## src/rtl/regfile_pkg.sv

```systemverilog
// Shared register-file definitions used by the writeback sources and the
// register-file write arbiter.
//   REG_ADDR_W / REG_DATA_W : architectural register address / data widths
//   REG_ZERO                : address of the hardwired zero register
//   wb_req_t                : one writeback request (destination + value)
package regfile_pkg;

    localparam int REG_ADDR_W = 5;
    localparam int REG_DATA_W = 32;

    localparam logic [REG_ADDR_W-1:0] REG_ZERO = 5'd0;

    typedef struct packed {
        logic [REG_ADDR_W-1:0] addr;
        logic [REG_DATA_W-1:0] data;
    } wb_req_t;

endpackage

```

## src/rtl/rr_arbiter.sv

```systemverilog
// Generic round-robin arbiter with a registered priority pointer.
//   clk       : clock, pointer updates on posedge
//   rst       : asynchronous active-high reset (pointer -> 0)
//   req       : per-requester request vector
//   advance   : a grant was consumed this cycle; pointer moves past the winner
//   grant     : one-hot grant (combinational), subset of req
//   grant_idx : index of the granted requester (0 when nothing is granted)
module rr_arbiter #(
    parameter int N = 3
) (
    input  logic                 clk,
    input  logic                 rst,
    input  logic [N-1:0]         req,
    input  logic                 advance,
    output logic [N-1:0]         grant,
    output logic [$clog2(N)-1:0] grant_idx
);

    localparam int IDX_W = $clog2(N);

    logic [IDX_W-1:0] rr_ptr;

    // Search starts at rr_ptr and wraps; N need not be a power of two,
    // so the wrap is an explicit subtract rather than a bit truncation.
    always_comb begin
        int  idx;
        logic found;
        grant     = '0;
        grant_idx = '0;
        found     = 1'b0;
        idx       = 0;
        for (int k = 0; k < N; k++) begin
            idx = int'(rr_ptr) + k;
            if (idx >= N) begin
                idx = idx - N;
            end
            if (!found && req[idx]) begin
                found      = 1'b1;
                grant[idx] = 1'b1;
                grant_idx  = IDX_W'(idx);
            end
        end
    end

    always_ff @(posedge clk or posedge rst) begin
        if (rst) begin
            rr_ptr <= '0;
        end else if (advance) begin
            rr_ptr <= (grant_idx == IDX_W'(N - 1)) ? '0 : grant_idx + 1'b1;
        end
    end

endmodule

```

## src/rtl/regfile_write_arbiter.sv

```systemverilog
// Shares the register file's single write port between NUM_REQ writeback
// sources (ALU, load, mul/div) using round-robin arbitration, and holds the
// winning write in one registered stage that drives the port directly.
//   clk, rst      : clock / asynchronous active-high reset
//   req_valid     : per-requester write request
//   req_addr      : packed destinations, requester i at [i*ADDR_W +: ADDR_W]
//   req_data      : packed write data, requester i at [i*DATA_W +: DATA_W]
//   req_ready     : one-hot grant; transfer when req_valid[i] && req_ready[i]
//   hold          : freezes arbitration (exception / flush sequencing)
//   RegWrite      : register-file write enable
//   Wreg, Wdata   : register-file write address / data
//   fwd_valid     : in-flight write visible to the forwarding unit
//   grant_id      : requester that owns the output stage
//   conflict_cnt  : saturating count of cycles with >1 valid request
module regfile_write_arbiter
    import regfile_pkg::*;
#(
    parameter int NUM_REQ = 3,
    parameter int ADDR_W  = REG_ADDR_W,
    parameter int DATA_W  = REG_DATA_W,
    parameter int CNT_W   = 16
) (
    input  logic                        clk,
    input  logic                        rst,
    input  logic [NUM_REQ-1:0]          req_valid,
    input  logic [NUM_REQ*ADDR_W-1:0]   req_addr,
    input  logic [NUM_REQ*DATA_W-1:0]   req_data,
    output logic [NUM_REQ-1:0]          req_ready,
    input  logic                        hold,
    output logic                        RegWrite,
    output logic [ADDR_W-1:0]           Wreg,
    output logic [DATA_W-1:0]           Wdata,
    output logic                        fwd_valid,
    output logic [$clog2(NUM_REQ)-1:0]  grant_id,
    output logic [CNT_W-1:0]            conflict_cnt
);

    localparam int IDX_W = $clog2(NUM_REQ);

    logic [NUM_REQ-1:0] arb_req_p0;
    logic [IDX_W-1:0]   arb_idx_p0;
    logic               vld_p0;
    logic [ADDR_W-1:0]  sel_addr_p0;
    logic [DATA_W-1:0]  sel_data_p0;
    logic [IDX_W:0]     nvalid_p0;
    logic               conflict_p0;

    logic               vld_p1;
    logic [ADDR_W-1:0]  wreg_p1;
    logic [DATA_W-1:0]  wdata_p1;
    logic [IDX_W-1:0]   grant_id_p1;
    logic [CNT_W-1:0]   conflict_cnt_p1;

    // ---- stage p0: arbitration and request selection (combinational) ----
    // Masking with rst keeps req_ready low while reset is held.
    assign arb_req_p0 = (rst || hold) ? '0 : req_valid;

    rr_arbiter #(
        .N (NUM_REQ)
    ) u_rr_arbiter (
        .clk       (clk),
        .rst       (rst),
        .req       (arb_req_p0),
        .advance   (vld_p0),
        .grant     (req_ready),
        .grant_idx (arb_idx_p0)
    );

    assign vld_p0 = |req_ready;

    always_comb begin
        sel_addr_p0 = '0;
        sel_data_p0 = '0;
        for (int i = 0; i < NUM_REQ; i++) begin
            if (req_ready[i]) begin
                sel_addr_p0 = req_addr[i*ADDR_W +: ADDR_W];
                sel_data_p0 = req_data[i*DATA_W +: DATA_W];
            end
        end
    end

    // Conflicts are counted on raw requests, independent of hold.
    always_comb begin
        nvalid_p0 = '0;
        for (int i = 0; i < NUM_REQ; i++) begin
            nvalid_p0 = nvalid_p0 + (IDX_W + 1)'(req_valid[i]);
        end
    end

    assign conflict_p0 = (nvalid_p0 > (IDX_W + 1)'(1));

    // ---- stage p1: registered register-file write port ----
    // A request to the zero register is consumed but never written.
    always_ff @(posedge clk or posedge rst) begin
        if (rst) begin
            vld_p1      <= 1'b0;
            wreg_p1     <= '0;
            wdata_p1    <= '0;
            grant_id_p1 <= '0;
        end else if (vld_p0) begin
            vld_p1      <= (sel_addr_p0 != ADDR_W'(REG_ZERO));
            wreg_p1     <= sel_addr_p0;
            wdata_p1    <= sel_data_p0;
            grant_id_p1 <= arb_idx_p0;
        end else begin
            vld_p1      <= 1'b0;
        end
    end

    always_ff @(posedge clk or posedge rst) begin
        if (rst) begin
            conflict_cnt_p1 <= '0;
        end else if (conflict_p0 && (conflict_cnt_p1 != '1)) begin
            conflict_cnt_p1 <= conflict_cnt_p1 + 1'b1;
        end
    end

    assign RegWrite     = vld_p1;
    assign fwd_valid    = vld_p1;
    assign Wreg         = wreg_p1;
    assign Wdata        = wdata_p1;
    assign grant_id     = grant_id_p1;
    assign conflict_cnt = conflict_cnt_p1;

endmodule

```

## config.mk

```make
export PLATFORM = sky130hd
export DESIGN_NAME = regfile_write_arbiter
export DESIGN_NICKNAME = d
export VERILOG_FILES = /design/src/rtl/regfile_pkg.sv /design/src/rtl/rr_arbiter.sv /design/src/rtl/regfile_write_arbiter.sv
export SDC_FILE = /design/constraint.sdc
export NUM_CORES = 1
export LEC_CHECK = 0
export BUFFER_PORTS_ARGS = -buffer_cell sky130_fd_sc_hd__clkbuf_2
export CORE_ASPECT_RATIO = 0.9
export CORE_MARGIN = 2
export CORE_UTILIZATION = 49
export CTS_BUF_LIST = sky130_fd_sc_hd__clkbuf_16
export DETAILED_ROUTE_END_ITERATION = 8
export PLACE_DENSITY_LB_ADDON = 0.12
export RECOVER_POWER = 25
export SYNTH_ARGS = -nofsm -noshare
export SYNTH_HDL_FRONTEND = slang
export SYNTH_SLANG_ARGS = --single-unit
```

## constraint.sdc

```tcl
create_clock -name clk -period 5.75 [get_ports clk]
set_input_delay 0.575 -clock clk [delete_from_list [all_inputs] [get_ports clk]]
set_output_delay 0.575 -clock clk [all_outputs]
set_load 0.01 [all_outputs]
```

; After elaboration in Yosys (flattened, before gate mapping)
; Cells that the tools add are included.
[op_classes]
n_eq_ne = 2
bitwise = 2
magnitude_cmp = 10
add_sub_neg = 9
n_reduce_logical = 11
n_mux = 35
[ops]
columns = operator, n
row1 = $mux 32, 6
row2 = $ge 32x1->1 const B, 3
row3 = $lt 32x4->1 const B, 3
row4 = $ge 32x3->1 const B, 2
row5 = $sub 32x3->32 const B, 2
row6 = $add 16x1->16 const B, 1
row7 = $ne 16x16->1 const B, 1
row8 = $mux 5, 3
row9 = $mux 1, 12
row10 = $mux 3, 4
row11 = $mux 2, 4
row12 = $bmux 1 s2, 3
row13 = $demux 1 s2, 3
row14 = $logic_and 1x1->1, 6
row15 = $or 3x3->3, 2
row16 = $reduce_bool 5->1, 1
row17 = $add 2x1->3, 1
row18 = $add 2x1->3 const B, 1
row19 = $add 2x2->3 const B, 1
row20 = $gt 3x1->1 const B, 1
row21 = $reduce_or 3->1, 1
row22 = $sub 2x2->3 const B, 1
row23 = $add 1x1->2, 1
row24 = $add 2x1->2 const B, 1
row25 = other kinds (4), 5
[totals]
elab_cells = 75
regBits = 58
output_inout_bits = 60
inputBits = 117

; Longest topological paths before layout
; Gate-level depths: netlist (run 1).
[depth]
ltp_word = 17
mapped_depth = 13
ltp_nobuf = 10

; Cells and area by module
; A second synthesis (run 1) with hierarchy kept.
[unflattened]
cells_unflattened = 316
hier_area_um2 = 3103.0
[modules_own_cells]
columns = mod, seq_area_each_um2, instances, area_per_inst_um2, cells_per_inst
row1 = regfile_write_arbiter, 1401.3, 1, 2688.8, 269
row2 = rr_arbiter, 50.0, 1, 414.1, 47

; Worst setup path after synthesis (run 1)
; Ideal clock, no wire load.
[synth_path]
kind = register to output
from = reg u_rr_arbiter.rr_ptr[0]
to = out req_ready[2]
n_path_buf = 3
path_slack_ps = 3278
t_required_ps = 5175
t_arrival_ps = 1897
stages_incl_launch_ff = 10
path_cell_list = dfrtp_1 inv_1 ha_1 buf_2 mux2i_1 nand2_1 a31o_2 inv_2 buf_2 buf_2
[synth_via]
elab_chain_len = 12
elab_cells_between_ends = 46
cone_classes = 5 x add/sub / 9 x order compare / 23 x mux / 2 x bitwise / 7 x reduce/logical
[synth_rtl]
columns = element, line
row1 = from (decl), rr_arbiter.sv:21  ; logic [IDX_W-1:0] rr_ptr;
row2 = from (signal assigned), rr_arbiter.sv:49  ; rr_ptr <= (grant_idx == IDX_W'(N - 1)) ? '0 : grant_idx + 1'b1;
row3 = branches (longest 11 deep; another with $sub 32x3->32), -
row4 = $mux 3 (*), rr_arbiter.sv:37  ; if (!found && req[idx]) begin
row5 = to (decl), regfile_write_arbiter.sv:28  ; output logic [NUM_REQ-1:0] req_ready,
; Mark *: on every way between the ends. The select of a mux whose other input is x is not followed.

; Worst setup path after layout (run 1)
[layout_path]
from = reg u_rr_arbiter.rr_ptr[1]
to = out req_ready[2]
; Same word-level chain as after synthesis.

==> results of run 1 <==
synth_stat cells, drive strengths merged (2+ instances only):
master	number	area [µm²]
dfrtp	58	1450
o21ai	40	200
a21oi	39	210
a21o	36	270
mux2i	36	364
buf	19	136
nand2	14	52.6
nand3	11	55.1
nor2	10	40.0
xnor2	10	87.6
inv	9	33.8
clkbuf	6	22.5
ha	6	75.1
xor2	5	43.8
and4	4	35.0
nand4	4	25.0
a21boi	3	22.5
a311oi	3	38.8
and3	2	12.5
mux2	2	22.5
nand2b	2	20.0
nand3b	2	15.0
nand4b	2	17.5
nor3	2	15.0
o2bb2ai	2	17.5
layout make-up:
type,instances,area [µm²],area share [%]
inverter,9,33.8,0.748
timing repair buffer,178,891,19.7
tap,90,113,2.49
clock buffer,9,225,4.99
clock inverter,7,71.3,1.58
multi-input combinational,244,1730,38.3
sequential,58,1450,32.1
stage by stage:
step,cells,hold slack [ns]
2_1_floorplan,336,0.501
3_3_place_gp,579,0.472
3_5_place_dp,579,0.478
4_1_cts,595,0.440
5_1_grt,595,0.442
6_report,595,0.446
state kept, by name, summed over array words and instances, names as in the netlist:
signal / flops
Wdata: 32
conflict_cnt: 16
Wreg: 5
grant_id: 2
u_rr_arbiter.rr_ptr: 2
RegWrite: 1
layer usage:
metal / wire length (µm) / GRT usage (%) / up-vias / part of all wire (%)
li1: - / - / 1546 / -
met1: 3820 / 28.6 / 1505 / 41
met2: 4460 / 38.0 / 139 / 48
met3: 749 / 7.99 / 21 / 8.1
met4: 225 / 10.8 / 0 / 2.4
met5: 0 / 0 / - / 0
path summary, 6_finish.rpt:
path                       slack [ns]                           to  depth (start not counted)
min in group asynchronous        1.45      grant_id[1]$_DFFE_PP0P_                          3
setup reg to reg                 2.03      grant_id[1]$_DFFE_PP0P_                          9
hold reg to reg                  0.49  conflict_cnt[9]$_DFFE_PP0P_                          1
max in group asynchronous        2.53        Wdata[13]$_DFFE_PP0P_                          3
setup / recovery                 2.01                 req_ready[2]                          8
hold / removal                   0.45        Wdata[29]$_DFFE_PP0P_                          2
kinds of logic (layout without fill, tap and decap cells):
kind of cell | count (synthesis) | in the layout | share of synthesized area (%)
fa+ha+maj | 6 | 6 | 2.23
buf+inv | 34 | 203 | 5.71
mux | 38 | 38 | 11.5
compound gates | 130 | 130 | 24.7
simple gates | 55 | 55 | 9.01
xor+xnor | 15 | 15 | 3.89
flops | 58 | 58 | 43.0
power by group through the flow:
stage	registers [W]	clock network, W	logic, W
4_1_cts	0.000710	0.000533	0.00113
6_report	0.000708	0.000523	0.00112
2_1_floorplan	0.000772	0	0.000749
3_3_place_gp	0.000708	0	0.00110
5_1_grt	0.000732	0.000553	0.00124
3_5_place_dp	0.000712	0	0.00113
==> summary.txt, run 1 <==
Floorplanning
  • Core area: around 6600 µm²
  • Vertical extent of the die: ~83 µm
  • DIE WIDTH: 91.5 µm
  • Initial cell density of the core: approximately half
  • Top Ports: 177
  • DIE AREA: 7560 µm²
  • Row cnt: 28

Logic synthesis
  • Number of synthesized flops with an enable pin: 0
  • Number of distinct library cell variants in the gate-level netlist after synthesis: 46
  • Syn_area_per_cell: approximately 10 µm²
  • Portion of the post-synthesis area used by sequential elements: 43.0%
  • Post-synthesis cell count: 336
  • Count of yosys warnings during synthesis: 0
  • Predominant post-synthesis flop cell: sky130_fd_sc_hd__dfrtp_1
  • Number of synthesized register bits: just under 60
  • Post-synthesis async set-or-reset flop share: 100%
  • Cell area after technology mapping: ~3400 µm²
  • Synth Net Count: between 400 and 500

Placed design
  • Placed Instance Area: around 4200 µm²
  • HPWL after detailed placement: around 6700 µm
  • Number of port buffers: 176
  • Global placement routability congestion: 0.865
  • Pre-CTS setup slack: 2.00 ns

Setup path
  • Maximum fanout along the worst path: 39
  • Cell family with the largest share of critical-path delay: buffers and inverters
  • Cell breakdown of the critical path: inv_1, ha_1, mux2i_2, mux2i_1, nand2_1, a31o_2, inv_2, clkbuf_2
  • Worst path required time: between 5 and 6 ns
  • Buffering stage count on the worst path with inverters included: 3
  • Worst-path cell with the longest stage delay: sky130_fd_sc_hd__a31o_2
  • Critical Path End Type: primary output
  • Worst path arrival time: 3.16 ns
  • Worst setup path startpoint: u_rr_arbiter.rr_ptr[1]$_DFFE_PP0P_
  • Startpoint of the worst-slack reg-to-reg timing path: u_rr_arbiter.rr_ptr[1]$_DFFE_PP0P_
  • Worst Setup Path Type: reg2out
  • Element type at the critical path start: register
  • Max stage delay on crit path: 0.62 ns

Power
  • Static Leakage: roughly 2.4 nW
  • Switching share of total power: ~39%
  • Combinational group share of total power: around 48%
  • Seq pwr share: between 30% and 40%
  • Power Total: roughly 0.0024 W
  • Relative contribution of the clock network to total power: ~22%
  • Cell-internal power: 0.00145 W
  • Total power per unit cell area: around 520 nW/µm²
  • Worst IR drop on VDD: approximately 0.00024 V
  • Net Switching: between 0.0009 and 0.001 W

Route
  • Overall via count from detail_route: between 3000 and 4000
  • Via/cell ratio: ~5.4
  • Violation count after the first detailed-route iteration: roughly 100
  • Routed len/inst: between 15 and 20 µm
  • Number of remaining DRC errors: 0
  • Number of optimization iterations in the first detailed-route pass: 5
  • Total Wirelength: ~9200 µm
  • Count of antenna-violating nets left after detailed routing: 0

STA
  • Time the worst path needs with I/O delays and setup: approximately 3.7 ns
  • Max Fclk: about 270 MHz
  • Fin. max-slew vios: 59
  • Setup repair after global routing missed its margin: false
  • Least-Margin Pin Slew: approximately 3.1 ns
  • Number of endpoints failing setup at the final stage: 0
  • Clock Skews: 0.00603 ns
  • Hold Vio Cnt, Final: 0
  • Remaining max-slew budget at the tightest pin: -109%
  • Period utilisation layout: 65.0%
  • Final setup slack of the worst path: just over 2 ns
  • Final TNS setup: 0 ns

Flow run
  • Number of max-capacitance violations reported: 1

Clocking
  • Root buf cell: sky130_fd_sc_hd__clkbuf_16
  • CTS tree: yes
  • Clk sinks: 58
  • Clock Path Buffers: 2
  • Clock buffers created by TritonCTS: 9
  • Clock edge transition at the registers on the reported setup and hold paths: 0.06 ns
  • Clock insertion delay at the later pin of the skew report: about 0.32 ns
  • Number of buffers added for setup after CTS: 0
  • Gates resized, CTS repair: 0
  • Depth of the CTS H-tree: 3
  • Hold-fix buffers, CTS: 0

Final layout
  • Most common cell after layout, fill and taps aside: sky130_fd_sc_hd__clkbuf_2
  • Final core utilization: slightly below 70%
  • Diode insertion count for antenna repair: 0
  • Layout cell share with drive strength beyond 1: between 40% and 50%
  • Net count, final: between 600 and 700
  • Layout-stage area growth over the synthesis result: 33.9%
  • Area of all placed cells without fillers: about 4500 µm²
  • Top library cells by usage in the layout, fill and taps aside: sky130_fd_sc_hd__clkbuf_2 (175), sky130_fd_sc_hd__dfrtp_1 (58), sky130_fd_sc_hd__o21ai_0 (38)
  • Number of fill cells in the layout: 559

Global route
  • Vias in the first global route: around 3000
  • All-Layer GR Usage: 23.4%
  • Initial antenna violation count: 0
  • Global-route wire length before repair: about 14000 µm
  • Largest net degree at the start of global routing: approximately 70
  • Total congestion overflow: 0

Outcome
  • Violated checks: capacitance limit, slew limit
  • Status: finished, violations left

Min path
  • Min-delay worst type: in2reg
  • Worst Hold Launch: req_data[93]
Note: power is estimated with default switching activity, not from simulation.
==> run 2: changes to the inputs <==
Settings changed: CORE_UTILIZATION 49 to 41.
Clock period 5.75 ns to 3.35 ns, I/O delays scaled along.
==> summary.txt, run 2 (synthesis results as in run 1) <==
Clocking
  • Clock insertion delay at the later pin of the skew report: 0.32 ns (about the same)
  • Clk sinks: 58 (unchanged)
  • Number of buffers added for setup after CTS: 0 (unchanged)
  • Hold-fix buffers, CTS: 0 (unchanged)
  • CTS tree: yes (unchanged)
  • Root buf cell: sky130_fd_sc_hd__clkbuf_16 (unchanged)
  • Gates resized, CTS repair: 0 (unchanged)
  • Clock buffers created by TritonCTS: 9 (unchanged)
  • Clock edge transition at the registers on the reported setup and hold paths: 0.05 ns (was 0.06 ns)
  • Depth of the CTS H-tree: 3 (unchanged)
  • Clock Path Buffers: 2 (unchanged)

Final layout
  • Top library cells by usage in the layout, fill and taps aside: sky130_fd_sc_hd__clkbuf_2 (174), sky130_fd_sc_hd__dfrtp_1 (58), sky130_fd_sc_hd__o21ai_0 (38) (was sky130_fd_sc_hd__clkbuf_2 (175), sky130_fd_sc_hd__dfrtp_1 (58), sky130_fd_sc_hd__o21ai_0 (38))
  • Number of fill cells in the layout: 764 (was 559)
  • Reg area: 1450 µm² (unchanged)
  • Multi-input combinational cell area: 1730 µm² (unchanged)
  • Layout-stage area growth over the synthesis result: 36.0% (was 33.9%)
  • Largest register FFs: 32 (unchanged)
  • Count of placed standard cells in the final layout, fillers left out: 610 (was 595)
  • Most common cell after layout, fill and taps aside: sky130_fd_sc_hd__clkbuf_2 (unchanged)
  • Diode insertion count for antenna repair: 0 (unchanged)
  • Layout cell share with drive strength beyond 1: 41.5% (was 41.0%)
  • Final core utilization: 57.1% (was 68.2%)
  • Net count, final: 629 (was 623)

Setup path
  • Worst Setup Path Type: reg2reg (was reg2out)
  • Worst path arrival time: 3.06 ns (was 3.16 ns)
  • Maximum fanout along the worst path: 17 (was 39)
  • Element type at the critical path start: register (unchanged)
  • Critical Path End Type: register (was primary output)
  • Worst-path cell with the longest stage delay: sky130_fd_sc_hd__dfrtp_1 (was sky130_fd_sc_hd__a31o_2)
  • Max stage delay on crit path: 0.41 ns (was 0.62 ns)
  • Buffering stage count on the worst path with inverters included: 2 (was 3)
  • Cell breakdown of the critical path: inv_1, ha_1, nand2b_4, and4b_1, o221ai_2, a21oi_4, buf_4, mux2i_1, a21oi_1, a21o_1 (was inv_1, ha_1, mux2i_2, mux2i_1, nand2_1, a31o_2, inv_2, clkbuf_2)
  • Worst path required time: 3.56 ns (was 5.18 ns)
  • Cell family with the largest share of critical-path delay: compound AO/OA/AOI/OAI gates (was buffers and inverters)

Placed design
  • Instance count after placement with tap cells included: 594 (was 579)
  • HPWL after detailed placement: 7080 µm (was 6660 µm)
  • Number of port buffers: 176 (unchanged)
  • Global placement routability congestion: 0.867 (was 0.865)

Route
  • Overall via count from detail_route: 3161 (was 3211)
  • Total Wirelength: 9440 µm (was 9250 µm)
  • Number of optimization iterations in the first detailed-route pass: 4 (was 5)
  • Count of antenna-violating nets left after detailed routing: 0 (unchanged)
  • Routed len/inst: 15.5 µm (about the same)
  • Number of remaining DRC errors: 0 (unchanged)
  • Violation count after the first detailed-route iteration: 108 (was 102)
  • Via/cell ratio: 5.18 (was 5.40)

Global route
  • Vias in the first global route: 3080 (was 2957)
  • Met2 track demand over resource in global routing: 33.7% (was 38.0%)
  • Most congested layer reported by global routing: met2 (unchanged)
  • Met1 Usage GRT: 27.4% (was 28.6%)
  • Global-route wire length before repair: 15000 µm (was 13800 µm)
  • Total congestion overflow: 0 (unchanged)
  • Largest net degree at the start of global routing: 45 (was 71)
  • All-Layer GR Usage: 20.8% (was 23.4%)
  • Initial antenna violation count: 0 (unchanged)
  • Met3 Track Usage GR: 5.83% (was 7.99%)

Floorplanning
  • Row cnt: 31 (was 28)
  • DIE AREA: 8970 µm² (was 7560 µm²)
  • Initial cell density of the core: 42.0% (was 50.9%)
  • Core area: 8030 µm² (was 6620 µm²)
  • DIE WIDTH: 99.6 µm (was 91.5 µm)
  • Top Ports: 177 (unchanged)
  • Vertical extent of the die: 90.1 µm (was 82.7 µm)

STA
  • Setup repair after global routing missed its margin: false (unchanged)
  • Remaining max-slew budget at the tightest pin: -13.7% (was -109%)
  • Period utilisation layout: between 80% and 90%
  • Clock Skews: 0.00513 ns (was 0.00603 ns)
  • Fin. max-slew vios: 45 (was 59)
  • Hold Vio Cnt, Final: 0 (unchanged)
  • Max Fclk: between 300 and 400 MHz
  • Least-Margin Pin Slew: 1.70 ns (was 3.13 ns)
  • Final TNS setup: 0 ns (unchanged)
  • Time the worst path needs with I/O delays and setup: roughly 2.9 ns
  • Number of endpoints failing setup at the final stage: 0 (unchanged)

Flow run
  • Number of max-capacitance violations reported: 1 (unchanged)

Power
  • Power Total: 0.00413 W (was 0.00235 W)
  • Worst IR drop on VDD: 0.000345 V (was 0.000241 V)
  • Total power per unit cell area: 900 nW/µm² (was 521 nW/µm²)
  • Static Leakage: 2.45 nW (was 2.41 nW)

Min path
  • Min-delay worst type: in2reg (unchanged)

Outcome
  • Status: finished, violations left (unchanged)
  • Violated checks: capacitance limit, slew limit (unchanged)
run 2: cell count changes in the layout (fill, tap and decap cells not counted):
cell,delta
sky130_fd_sc_hd__buf_4,+7
sky130_fd_sc_hd__clkinv_4,-2
sky130_fd_sc_hd__bufinv_16,+1
sky130_fd_sc_hd__clkbuf_2,-1
sky130_fd_sc_hd__clkinv_2,+1
sky130_fd_sc_hd__clkinvlp_4,-1
sky130_fd_sc_hd__inv_1,+1
run 2: area by class of cell:
class,count,area share [%]
timing repair buffer,184,20.5
sequential,58,31.6
tap,99,2.70
clock buffer,9,4.91
inverter,9,0.736
multi-input combinational,244,37.7
clock inverter,7,1.85
run 2: final timing paths:
kind | start | slack, ns | cells past startpoint | to
worst max-delay path | u_rr_arbiter.rr_ptr[1]$_DFFE_PP0P_ | 0.50 | 10 | Wdata[26]$_DFFE_PP0P_
worst min-delay path | req_data[85] | 0.22 | 2 | Wdata[21]$_DFFE_PP0P_
worst max register to register | u_rr_arbiter.rr_ptr[1]$_DFFE_PP0P_ | 0.50 | 10 | Wdata[26]$_DFFE_PP0P_
worst min register to register | grant_id[0]$_DFFE_PP0P_ | 0.48 | 1 | grant_id[0]$_DFFE_PP0P_
max in group asynchronous | rst | 1.77 | 3 | conflict_cnt[13]$_DFFE_PP0P_
min in group asynchronous | rst | 0.56 | 2 | conflict_cnt[4]$_DFFE_PP0P_
run 2: routing by layer:
metal | up-vias | part of all wire [%] | routed length, µm
met5 | - | 0 | 0
met4 | 0 | 1.2 | 110
met3 | 10 | 5.3 | 505
met2 | 107 | 48 | 4530
met1 | 1487 | 46 | 4300
li1 | 1557 | - | -
run 2: per-stage QoR:
| step | area [µm²] | hold WS [ns] | setup WS [ns] |
|---|---|---|---|
| 6_report | 4590 | 0.216 | 0.499 |
| 3_5_place_dp | 4280 | 0.471 | 0.513 |
| 5_1_grt | 4590 | 0.209 | 0.261 |
| 4_1_cts | 4590 | 0.206 | 0.483 |
| 2_1_floorplan | 3370 | 0.452 | 1.11 |
| 3_3_place_gp | 4280 | 0.475 | 0.547 |
run 2: where the power goes:
group / internal (W) / switching, W
combinational: 0.000923 / 0.00103
clock: 0.000642 / 0.000310
sequential: 0.00101 / 0.000207
total: 0.00258 / 0.00155
